**src/rtl/mips_pkg.sv**
```systemverilog
`default_nettype none
// ============================================================================
//  Module      : mips_pkg
//  Description : Shared opcode constants, address type and branch-offset
//                helper for the fetch front-end.
//  Revision    : 1.0 - initial release
// ============================================================================
package mips_pkg;

    typedef logic [31:0] addr_t;

    localparam logic [5:0] OPC_BEQ = 6'b000100;
    localparam logic [5:0] OPC_J   = 6'b000010;

    // Word offset of a beq: sign-extended immediate shifted left by two.
    function automatic addr_t br_offset(input logic [15:0] imm);
        return {{14{imm[15]}}, imm, 2'b00};
    endfunction

endpackage : mips_pkg
`default_nettype wire

```
**src/rtl/if_next_pc_gen_if.sv**
```systemverilog
`default_nettype none
// ============================================================================
//  Module      : if_next_pc_gen_if
//  Description : Fetch-stage bundle between the IF PC generator, the imem,
//                the ID-stage branch predictor and the hazard unit.
//  Revision    : 1.0 - initial release
// ============================================================================
interface if_next_pc_gen_if
    import mips_pkg::*;
#(
    parameter int BHT_IDX_W = 5,
    parameter int CNT_W     = 16
);
    logic [31:0]          instr_IF;
    logic                 br_prediction;
    logic                 stall;
    logic                 flush;
    addr_t                pc_IF;
    addr_t                pc_plus4_IF;
    logic [BHT_IDX_W-1:0] branch_addr_lw_5b;
    logic                 ifid_flush;
    logic [CNT_W-1:0]     mispred_cnt;
    logic                 recov_err;

    // PC generator side
    modport slave (
        input  instr_IF, br_prediction, stall, flush,
        output pc_IF, pc_plus4_IF, branch_addr_lw_5b, ifid_flush,
               mispred_cnt, recov_err
    );

    // Surrounding pipeline side
    modport master (
        output instr_IF, br_prediction, stall, flush,
        input  pc_IF, pc_plus4_IF, branch_addr_lw_5b, ifid_flush,
               mispred_cnt, recov_err
    );
endinterface : if_next_pc_gen_if
`default_nettype wire

```
**src/rtl/if_br_target_calc.sv**
```systemverilog
`default_nettype none
// ============================================================================
//  Module      : if_br_target_calc
//  Description : Combinational decode of beq/j and their target addresses
//                from the word fetched this cycle.
//  Revision    : 1.0 - initial release
// ============================================================================
module if_br_target_calc
    import mips_pkg::*;
(
    input  wire logic [31:0] instr_IF,
    input  wire addr_t       pc_plus4,
    output addr_t            br_tgt,
    output addr_t            j_tgt,
    output logic             is_beq,
    output logic             is_j
);

    // Opcode decode and both candidate targets, all mod 2^32.
    always_comb begin
        is_beq = (instr_IF[31:26] == OPC_BEQ);
        is_j   = (instr_IF[31:26] == OPC_J);
        br_tgt = pc_plus4 + br_offset(instr_IF[15:0]);
        j_tgt  = {pc_plus4[31:28], instr_IF[25:0], 2'b00};
    end

endmodule : if_br_target_calc
`default_nettype wire

```
**src/rtl/if_next_pc_gen.sv**
```systemverilog
`default_nettype none
// ============================================================================
//  Module      : if_next_pc_gen
//  Description : IF-stage PC register with beq/j steering, not-chosen-path
//                recording for mispredict recovery, BHT index output and a
//                saturating mispredict counter.
//  Revision    : 1.0 - initial release
// ============================================================================
module if_next_pc_gen
    import mips_pkg::*;
#(
    parameter addr_t RESET_PC  = 32'h0040_0000,
    parameter int    BHT_IDX_W = 5,
    parameter int    CNT_W     = 16
)(
    input  wire logic        clk,
    input  wire logic        rst_n,
    if_next_pc_gen_if.slave  bus
);

    addr_t            pc_q, pc_d;
    addr_t            alt_pc_q, alt_pc_d;
    logic             alt_valid_q, alt_valid_d;
    logic [CNT_W-1:0] mispred_cnt_q, mispred_cnt_d;
    logic             recov_err_q, recov_err_d;

    addr_t            pc_plus4;
    addr_t            br_tgt;
    addr_t            j_tgt;
    logic             is_beq;
    logic             is_j;

    assign pc_plus4 = pc_q + 32'd4;

    if_br_target_calc u_tgt (
        .instr_IF (bus.instr_IF),
        .pc_plus4 (pc_plus4),
        .br_tgt   (br_tgt),
        .j_tgt    (j_tgt),
        .is_beq   (is_beq),
        .is_j     (is_j)
    );

    // Next-state selection: stall freezes everything (including a stray
    // flush); a flush returns to the recorded path and discards the IF word.
    always_comb begin
        pc_d          = pc_q;
        alt_pc_d      = alt_pc_q;
        alt_valid_d   = alt_valid_q;
        mispred_cnt_d = mispred_cnt_q;
        recov_err_d   = recov_err_q;
        if (!bus.stall) begin
            if (bus.flush) begin
                pc_d        = alt_pc_q;
                alt_valid_d = 1'b0;
                if (mispred_cnt_q != {CNT_W{1'b1}}) begin
                    mispred_cnt_d = mispred_cnt_q + CNT_W'(1);
                end
                if (!alt_valid_q) begin
                    recov_err_d = 1'b1;
                end
            end else if (is_j) begin
                pc_d        = j_tgt;
                alt_valid_d = 1'b0;
            end else if (is_beq) begin
                pc_d        = bus.br_prediction ? br_tgt   : pc_plus4;
                alt_pc_d    = bus.br_prediction ? pc_plus4 : br_tgt;
                alt_valid_d = 1'b1;
            end else begin
                pc_d        = pc_plus4;
                alt_valid_d = 1'b0;
            end
        end
    end

    // State registers with synchronous active-low reset.
    always_ff @(posedge clk) begin
        if (!rst_n) begin
            pc_q          <= RESET_PC;
            alt_pc_q      <= '0;
            alt_valid_q   <= 1'b0;
            mispred_cnt_q <= '0;
            recov_err_q   <= 1'b0;
        end else begin
            pc_q          <= pc_d;
            alt_pc_q      <= alt_pc_d;
            alt_valid_q   <= alt_valid_d;
            mispred_cnt_q <= mispred_cnt_d;
            recov_err_q   <= recov_err_d;
        end
    end

    assign bus.pc_IF             = pc_q;
    assign bus.pc_plus4_IF       = pc_plus4;
    assign bus.branch_addr_lw_5b = pc_q[2 +: BHT_IDX_W];
    assign bus.ifid_flush        = bus.flush & ~bus.stall;
    assign bus.mispred_cnt       = mispred_cnt_q;
    assign bus.recov_err         = recov_err_q;

endmodule : if_next_pc_gen
`default_nettype wire

```
**src/flat_wrapper.sv**
```systemverilog
// flat-port wrapper written by rule: the top's interface ports become plain ports
module if_next_pc_gen_flat import mips_pkg::*;
#(
    parameter addr_t RESET_PC  = 32'h0040_0000,
    parameter int    BHT_IDX_W = 5,
    parameter int    CNT_W     = 16
)
  (clk, rst_n, bus_instr_IF, bus_br_prediction, bus_stall, bus_flush, bus_pc_IF, bus_pc_plus4_IF, bus_branch_addr_lw_5b, bus_ifid_flush, bus_mispred_cnt, bus_recov_err);
  if_next_pc_gen_if #(.BHT_IDX_W(BHT_IDX_W), .CNT_W(CNT_W)) bus_i ();
  input  wire logic clk;
  input  wire logic rst_n;
  input wire logic [$bits(bus_i.instr_IF)-1:0] bus_instr_IF;
  input wire logic [$bits(bus_i.br_prediction)-1:0] bus_br_prediction;
  input wire logic [$bits(bus_i.stall)-1:0] bus_stall;
  input wire logic [$bits(bus_i.flush)-1:0] bus_flush;
  output wire logic [$bits(bus_i.pc_IF)-1:0] bus_pc_IF;
  output wire logic [$bits(bus_i.pc_plus4_IF)-1:0] bus_pc_plus4_IF;
  output wire logic [$bits(bus_i.branch_addr_lw_5b)-1:0] bus_branch_addr_lw_5b;
  output wire logic [$bits(bus_i.ifid_flush)-1:0] bus_ifid_flush;
  output wire logic [$bits(bus_i.mispred_cnt)-1:0] bus_mispred_cnt;
  output wire logic [$bits(bus_i.recov_err)-1:0] bus_recov_err;
  assign bus_i.instr_IF = bus_instr_IF;
  assign bus_i.br_prediction = bus_br_prediction;
  assign bus_i.stall = bus_stall;
  assign bus_i.flush = bus_flush;
  assign bus_pc_IF = bus_i.pc_IF;
  assign bus_pc_plus4_IF = bus_i.pc_plus4_IF;
  assign bus_branch_addr_lw_5b = bus_i.branch_addr_lw_5b;
  assign bus_ifid_flush = bus_i.ifid_flush;
  assign bus_mispred_cnt = bus_i.mispred_cnt;
  assign bus_recov_err = bus_i.recov_err;
  if_next_pc_gen #(.RESET_PC(RESET_PC), .BHT_IDX_W(BHT_IDX_W), .CNT_W(CNT_W)) u_core (.clk(clk), .rst_n(rst_n), .bus(bus_i));
endmodule
```
**config.mk**
```make
export PLATFORM = sky130hd
export DESIGN_NAME = if_next_pc_gen_flat
export DESIGN_NICKNAME = d
export VERILOG_FILES = /design/src/rtl/mips_pkg.sv /design/src/rtl/if_next_pc_gen_if.sv /design/src/rtl/if_br_target_calc.sv /design/src/rtl/if_next_pc_gen.sv /design/src/flat_wrapper.sv
export SDC_FILE = /design/constraint.sdc
export NUM_CORES = 1
export LEC_CHECK = 0
export ABC_AREA = 1
export CAP_MARGIN = 20
export CORE_MARGIN = 1
export CORE_UTILIZATION = 35
export CTS_CLUSTER_SIZE = 28
export DETAILED_ROUTE_END_ITERATION = 12
export DONT_BUFFER_PORTS = 1
export GPL_TIMING_DRIVEN = 0
export HOLD_SLACK_MARGIN = 0.05
export PLACE_DENSITY = 0.49
export SYNTH_ARGS = -nofsm -noshare
export SYNTH_HDL_FRONTEND = slang
export SYNTH_SLANG_ARGS = --single-unit
```
**constraint.sdc**
```tcl
create_clock -name clk -period 2.8 [get_ports clk]
set_clock_uncertainty 0.2 [all_clocks]
set_input_delay 0.84 -clock clk [delete_from_list [all_inputs] [get_ports clk]]
set_output_delay 0.84 -clock clk [all_outputs]
set_load 0.02 [all_outputs]
```
==> flow_metrics.env, run 1 <==
export IMPL_start_util_pct=36.1
export IMPL_holdWs_ns=0.265
export IMPL_cts_root_buf="clkbuf_16"
export IMPL_max_freq_ghz=0.295
export IMPL_worstSetupPathType="register to register"
export IMPL_netlist_area_mm2=0.00711
export IMPL_htreeDepth=3
export IMPL_ctsHoldBuffers=0
export IMPL_rsz0062_at_grt="yes"
export IMPL_grt_max_degree=23
export IMPL_slew_viol_final=0
export IMPL_diodes=0
export IMPL_die_w_um=145
export IMPL_slew_headroom_pct=49.3
export IMPL_status="finished with violations"
export IMPL_netlist_area_leader_share_pct=23.1
export IMPL_seq_area_frac_synth_pct=23.1
export IMPL_crit_chain="ha_4 > inv_4 > nor3_4 > nand2_2 > nor3_4 > xor2_2 > inv_2 > ha_4 > nand2_4 > nor2_4 > inv_4 > nor3_4 > nand3_2 > nand4_1 > nand3_1 > nand2_1 > a21oi_1"
export IMPL_gp_congestion=0.908
export IMPL_setup_slack_ns=-0.592
export IMPL_grt_usage_pct=30.1
export IMPL_coreArea_mm2=0.0197
export IMPL_seq_area_mm2=0.00173
export IMPL_clkSinkCount=82
export IMPL_fin_util_pct=52.5
export IMPL_dr_total_vias=8508
export IMPL_hpwl_um=24400
export IMPL_final_antenna_net_count=0
export IMPL_multi_input_area_mm2=0.00661
export IMPL_synthCells=1191
export IMPL_async_flop_share_pct=0
export IMPL_synth_most_common_cell="nand2_1"
export IMPL_die_area_mm2=0.0209
export IMPL_cts_tree="built"
export IMPL_end_kind="register"
export IMPL_required_ns=2.80
export IMPL_synth_top_area_cell="dfxtp_1"
export IMPL_synth_nets=1267
export IMPL_clock_latency_ns=0.35
export IMPL_cap_violations=0
export IMPL_first_global_vias=7800
export IMPL_cpMaxStageDelayCell="dfxtp_4"
export IMPL_layout_nets=1339
export IMPL_port_buffers=0
export IMPL_placedCellCount=1456
export IMPL_post_route_min_period_ns=3.39
export IMPL_drive_above_1_share_pct=36.8
export IMPL_min_period_over_period_pct=121
export IMPL_clk_pin_slew_ns=0.06
export IMPL_violations="negative setup slack"
export IMPL_cp_arrival_ns=3.39
export IMPL_die_y_um=145
export IMPL_hold_class="register to register"
export IMPL_syn_avg_cell_area_um2=5.97
export IMPL_drt_iter0_markers=612
export IMPL_hold_viol=0
export IMPL_clockBufferDepth=2
export IMPL_netlist_top_cells_count="nand2_1 (339), inv_1 (159), a21oi_1 (139)"
export IMPL_drc=0
export IMPL_finalWirelength_um=31900
export IMPL_tightestPinTransition_ns=0.760
export IMPL_setup_viol=65
export IMPL_synth_cell_types=43
export IMPL_ios=124
export IMPL_cts_inserted_buffers=9
export IMPL_rrSetupSlack_ns=-0.59
export IMPL_synth_seq_cells=82
export IMPL_p_per_area_mw_per_mm2=364
export IMPL_path_max_fanout=6
export IMPL_synth_flop_cell="dfxtp_1"
export IMPL_grt_ovfl_total=0
export IMPL_fin_cells=1533
export IMPL_rows=51
export IMPL_grt_first_pass_wirelength_um=45900
export IMPL_leakagePower_nw=4.26
export IMPL_synthToLayoutAreaGrowth_pct=45.5
export IMPL_cp_slowest_stage_delay_ns=0.45
export IMPL_dr_pass1_iters=6
export IMPL_synth_edf_count=0
export IMPL_peakVddDrop_mv=0.279
export IMPL_synth_warnings=0
export IMPL_vias_per_cell=5.55
export IMPL_synthTopCellsByArea="dfxtp_1 (23%), nand2_1 (18%), a21oi_1 (9.8%)"
export IMPL_nFillCells=1956
export IMPL_critPathLaunchType="register"
export IMPL_wl_per_cell_um=20.8
export IMPL_antenna_found_initial=0
export IMPL_path_common_cell="nor3_4"
==> cells by family after synthesis <==
kind of cell / synth area share [%]
AND/OR/NAND/NOR: 35.1
AO/OA/AOI/OAI: 19.4
buffers and inverters: 11.5
flip-flops: 23.1
adder cells (fa/ha/maj): 6.96
XOR/XNOR: 3.94
==> sequential cells by signal, indices dropped and copies added, names as in the netlist <==
signal                  count
u_core.alt_pc_q            32
u_core.bus.recov_err        1
u_core.bus.pc_IF           32
u_core.bus.mispred_cnt     16
u_core.alt_valid_q          1
==> per-layer routing <==
metal | vias up | track usage, % | share of wire [%]
li1 | 4068 | - | -
met1 | 4030 | 40.6 | 43
met2 | 364 | 47.9 | 46
met3 | 46 | 7.45 | 9.4
met4 | 0 | 6.70 | 1.9
met5 | - | 0 | 0
==> cell usage in the layout, fill, tap and decap left out, types with 11 or more instances in the layout <==
cell	Yosys	routed
nand2_1	339	229
inv_1	159	116
a21oi_1	139	115
nand2_2	4	78
nand3_1	88	55
dfxtp_1	82	55
buf_4	7	53
nor2_1	89	50
o21ai_0	48	38
clkbuf_1	32	33
nand2_4	1	33
nor2_4	3	29
inv_2	6	28
ha_4	0	28
nand3_2	0	27
dfxtp_4	0	22
a21oi_2	0	18
o221ai_1	19	18
nor2_2	3	16
buf_6	0	15
nand4_1	14	14
inv_4	0	14
xor2_4	0	14
a31oi_1	11	11
nor3_1	22	11
==> worst max-delay path, delay by kind of cell, from the launching register on <==
family	cells	cell delay, ns
AO/OA/AOI/OAI	1	0.06
XOR/XNOR	1	0.29
adder cells (fa/ha/maj)	2	0.51
buffers and inverters	3	0.26
flip-flops	1	0.45
AND/OR/NAND/NOR	10	1.49
==> final cells by class <==
| class | instances | share of cell area, % |
|---|---|---|
| Buffer | 44 | 1.89 |
| Clock buffer | 11 | 2.35 |
| Clock inverter | 5 | 0.278 |
| Inverter | 166 | 6.71 |
| Multi-Input combinational cell | 899 | 63.9 |
| Sequential cell | 82 | 16.7 |
| Tap cell | 265 | 3.20 |
| Timing Repair Buffer | 61 | 4.97 |
==> metrics by stage <==
stage / setup WS [ns] / instance area [um^2] / TNS (ns) / total power, mW
detailed placement: -0.961 / 7670 / -34.87 / 2.20
floorplan: -0.0550 / 7330 / -0.438 / 1.94
global route: -0.681 / 10300 / -26.23 / 3.93
global placement: -1.03 / 7670 / -35.64 / 2.20
finish: -0.592 / 10300 / -18.81 / 3.76
CTS: -0.539 / 9460 / -17.04 / 3.56
==> what timing repair did <==
action	4_1_cts	5_1_grt
endpoints found under the hold margin	0	0
pin swaps	76	96
resized for setup	294	180
setup buffers	39	22
gates cloned	0	0
endpoints found under the setup margin	76	74
==> power breakdown <==
part / internal, mW / total (mW) / switching (mW) / leakage (nW)
Clock: 0.622 / 1.14 / 0.513 / 0.136
Sequential: 1.20 / 1.32 / 0.123 / 0.682
Combinational: 0.487 / 1.31 / 0.823 / 3.44
Total: 2.31 / 3.76 / 1.46 / 4.26
==> final timing paths <==
path / depth (start not counted) / startpoint / endpoint
setup reg to reg: 17 / u_core.bus.pc_IF[2] / u_core.alt_pc_q[24]
hold / removal: 2 / u_core.alt_pc_q[31] / u_core.alt_pc_q[31]
hold reg to reg: 2 / u_core.alt_pc_q[31] / u_core.alt_pc_q[31]
setup / recovery: 17 / u_core.bus.pc_IF[2] / u_core.alt_pc_q[24]
No activity file was read; power rests on OpenSTA's default activity.
==> inputs of run 2 (changes only) <==
--- a/config.mk
+++ b/config.mk
@@ -14,7 +14,8 @@
 export DONT_BUFFER_PORTS = 1
 export GPL_TIMING_DRIVEN = 0
 export HOLD_SLACK_MARGIN = 0.05
-export PLACE_DENSITY = 0.49
+export PLACE_DENSITY = 0.47
 export SYNTH_ARGS = -nofsm -noshare
 export SYNTH_HDL_FRONTEND = slang
+export SYNTH_HIERARCHICAL = 1
 export SYNTH_SLANG_ARGS = --single-unit
==> constraint.sdc (replaced) <==
create_clock -name clk -period 3.6 [get_ports clk]
set_clock_uncertainty 0.2 [all_clocks]
set_input_delay 1.08 -clock clk [delete_from_list [all_inputs] [get_ports clk]]
set_output_delay 1.08 -clock clk [all_outputs]
set_load 0.02 [all_outputs]
==> flow_metrics.env, run 2 <==
export IMPL_dr_pass1_iters=7
export IMPL_p_int_mw=1.80
export IMPL_crit_chain="or2_2 > nor4_1 > clkbuf_1 > buf_1 > a21oi_1 > nand2_1 > a21oi_1"
export IMPL_fin_util_pct=42.3
export IMPL_pre_cts_ws_ns=-0.596
export IMPL_port_buffers=0
export IMPL_mostFrequentLayoutCell="nand2_1"
export IMPL_status="complete, no violations"
export IMPL_grt_ovfl_total=0
export IMPL_p_switching_mw=1.04
export IMPL_cts_root_buf="clkbuf_16"
export IMPL_placedCellCount=1607
export IMPL_dr_total_vias=8574
export IMPL_hold_class="register to register"
export IMPL_hpwl_um=25000
export IMPL_synthTopCellsByArea="dfxtp_1 (21%), nand2_1 (20%), a21oi_1 (8.9%)"
export IMPL_die_y_um=152
export IMPL_drt_iter0_markers=529
export IMPL_hold_viol=0
export IMPL_layout_nets=1414
export IMPL_netlist_area_leader_share_pct=21.0
export IMPL_end_kind="register"
export IMPL_max_freq_ghz=0.284
export IMPL_netlist_top_cells_count="nand2_1 (417), inv_1 (163), a21oi_1 (139)"
export IMPL_setup_viol=0
export IMPL_coreArea_mm2=0.0219
export IMPL_htreeDepth=3
export IMPL_fin_cells=1628
export IMPL_synthToLayoutAreaGrowth_pct=18.4
export IMPL_synth_top_area_cell="dfxtp_1"
export IMPL_netlist_area_mm2=0.00782
export IMPL_final_antenna_net_count=0
export IMPL_drive_above_1_share_pct=18.7
export IMPL_antenna_found_initial=0
export IMPL_diodes=0
export IMPL_grt_first_pass_wirelength_um=47200
export IMPL_gp_congestion=0.982
export IMPL_start_util_pct=35.7
export IMPL_cpLargestDelayFamily="buffers and inverters"
export IMPL_worstSetupPathType="input port to register"
export IMPL_setup_tns_ns=0
export IMPL_path_max_fanout=10
export IMPL_combinationalPowerShare_pct=30.1
export IMPL_cap_violations=0
export IMPL_swShare_pct=36.8
export IMPL_drc=0
export IMPL_syn_avg_cell_area_um2=5.90
export IMPL_grt_usage_pct=28.2
export IMPL_p_total_mw=2.84
export IMPL_clkSinkCount=82
export IMPL_grt_max_degree=17
export IMPL_mostFrequentLayoutCells="nand2_1 (380), inv_1 (156), a21oi_1 (133), nor2_1 (106), nand3_1 (71)"
export IMPL_async_flop_share_pct=0
export IMPL_slew_headroom_pct=42.9
export IMPL_ctsHoldBuffers=0
export IMPL_first_global_vias=7837
export IMPL_seq_area_frac_synth_pct=21.0
export IMPL_p_per_area_mw_per_mm2=307
export IMPL_clock_latency_ns=0.35
export IMPL_wl_per_cell_um=19.8
export IMPL_synth_seq_cells=82
export IMPL_cts_tree="built"
export IMPL_synthCells=1326
export IMPL_required_ns=3.63
export IMPL_clk_pin_slew_ns=0.06
export IMPL_die_w_um=152
export IMPL_slew_viol_final=0
export IMPL_holdWs_ns=0.265
export IMPL_rows=54
export IMPL_peakVddDrop_mv=0.198
export IMPL_synth_flop_cell="dfxtp_1"
export IMPL_clockBufferDepth=2
export IMPL_leakagePower_nw=4.18
export IMPL_tightestPinTransition_ns=0.857
export IMPL_ios=124
export IMPL_sequentialPowerShare_pct=36.2
export IMPL_clockPowerShare_pct=33.6
export IMPL_path_common_cell="a21oi_1"
export IMPL_vias_per_cell=5.27
export IMPL_post_dp_cell_area_mm2=0.00818
export IMPL_synth_edf_count=0
export IMPL_synth_most_common_cell="nand2_1"
export IMPL_cp_slowest_stage_delay_ns=0.71
export IMPL_cpMaxStageDelayCell="buf_1"
export IMPL_post_route_min_period_ns=3.53
export IMPL_crit_buf_inv=2
export IMPL_cp_arrival_ns=3.56
export IMPL_setup_slack_ns=0.0740
export IMPL_synth_cell_types=46
export IMPL_min_period_over_period_pct=97.9
export IMPL_die_area_mm2=0.0230
export IMPL_rsz0062_at_grt="yes"
export IMPL_critPathLaunchType="input port"
export IMPL_cts_inserted_buffers=9
export IMPL_synth_warnings=6
export IMPL_postLayoutCellArea_mm2=0.00926
export IMPL_finalWirelength_um=32200
[run 2: cell types whose count changed in the layout (fill, tap and decap cells not counted), moves of 17 or more]
cell and change:
nor2_1 +56, nand2_2 -42, nand2_4 -17, inv_1 +40, a21oi_1 +18, nand2_1 +151
nand3_2 -21
[run 2: kinds of logic (layout without fill, tap and decap cells)]
family                   Yosys count  count (layout)  share of synthesized area, %
AO/OA/AOI/OAI                    247             247                          18.1
XOR/XNOR                          32              32                          3.58
adder cells (fa/ha/maj)           32              32                          5.21
buffers and inverters            254             275                          14.6
flip-flops                        82              82                          21.0
other                              1               2                        0.0479
AND/OR/NAND/NOR                  678             678                          37.5
[run 2: what timing repair did]
| action | CTS | global route |
|---|---|---|
| pin swaps | 4 | 27 |
| gates resized for setup | 57 | 121 |
| endpoints found under the setup margin | 53 | 41 |
| buffers inserted | 4 | 3 |
[run 2: final cells by class]
cell class / count / area, um^2
clock inverters: 2 / 37.5
well taps: 280 / 350
clock buffers: 12 / 256
multi-input cells: 991 / 5720
repair buffers: 7 / 52.6
plain buffers: 84 / 500
fillers: 2461 / 12600
inverters: 170 / 642
flip-flops and latches: 82 / 1700
[run 2: path summary, 6_finish.rpt]
kind	startpoint	cells past startpoint	slack [ns]	to
worst min register to register	u_core/alt_pc_q[27]	2	0.26	u_core/alt_pc_q[27]
worst max register to register	u_core/bus.pc_IF[2]	15	0.15	u_core/bus.pc_IF[14]
worst min-delay path	u_core/alt_pc_q[27]	2	0.26	u_core/alt_pc_q[27]
worst max-delay path	bus_instr_IF[31]	7	0.07	u_core/bus.pc_IF[28]
[run 2: worst reg2reg max path: cells and delay by family, from the launching register on]
family,cells,cell delay (ns)
and+or+nand+nor,7,0.83
xor gates and xnor gates,2,0.75
DFF,1,0.44
buffers and inverters,2,0.43
AOI/OAI and AO/OA,3,0.43
adders and majority gates,1,0.30
[run 2: power by group through the flow]
stage | combinational, mW | sequential, mW | clock, mW
2_1_floorplan | 0.555 | 1.02 | 0
3_3_place_gp | 0.761 | 1.04 | 0
3_5_place_dp | 0.760 | 1.04 | 0
4_1_cts | 0.786 | 1.03 | 0.984
5_1_grt | 0.938 | 1.03 | 1.01
6_report | 0.856 | 1.03 | 0.955
[run 2: metal layers]
| metal | track usage, % | up-vias | wire length [um] |
|---|---|---|---|
| met4 | 9.60 | 0 | 1030 |
| met3 | 6.71 | 50 | 2240 |
| met5 | 0 | - | 0 |
| met2 | 43.8 | 283 | 14000 |
| met1 | 37.9 | 3948 | 15000 |
| li1 | - | 4293 | - |
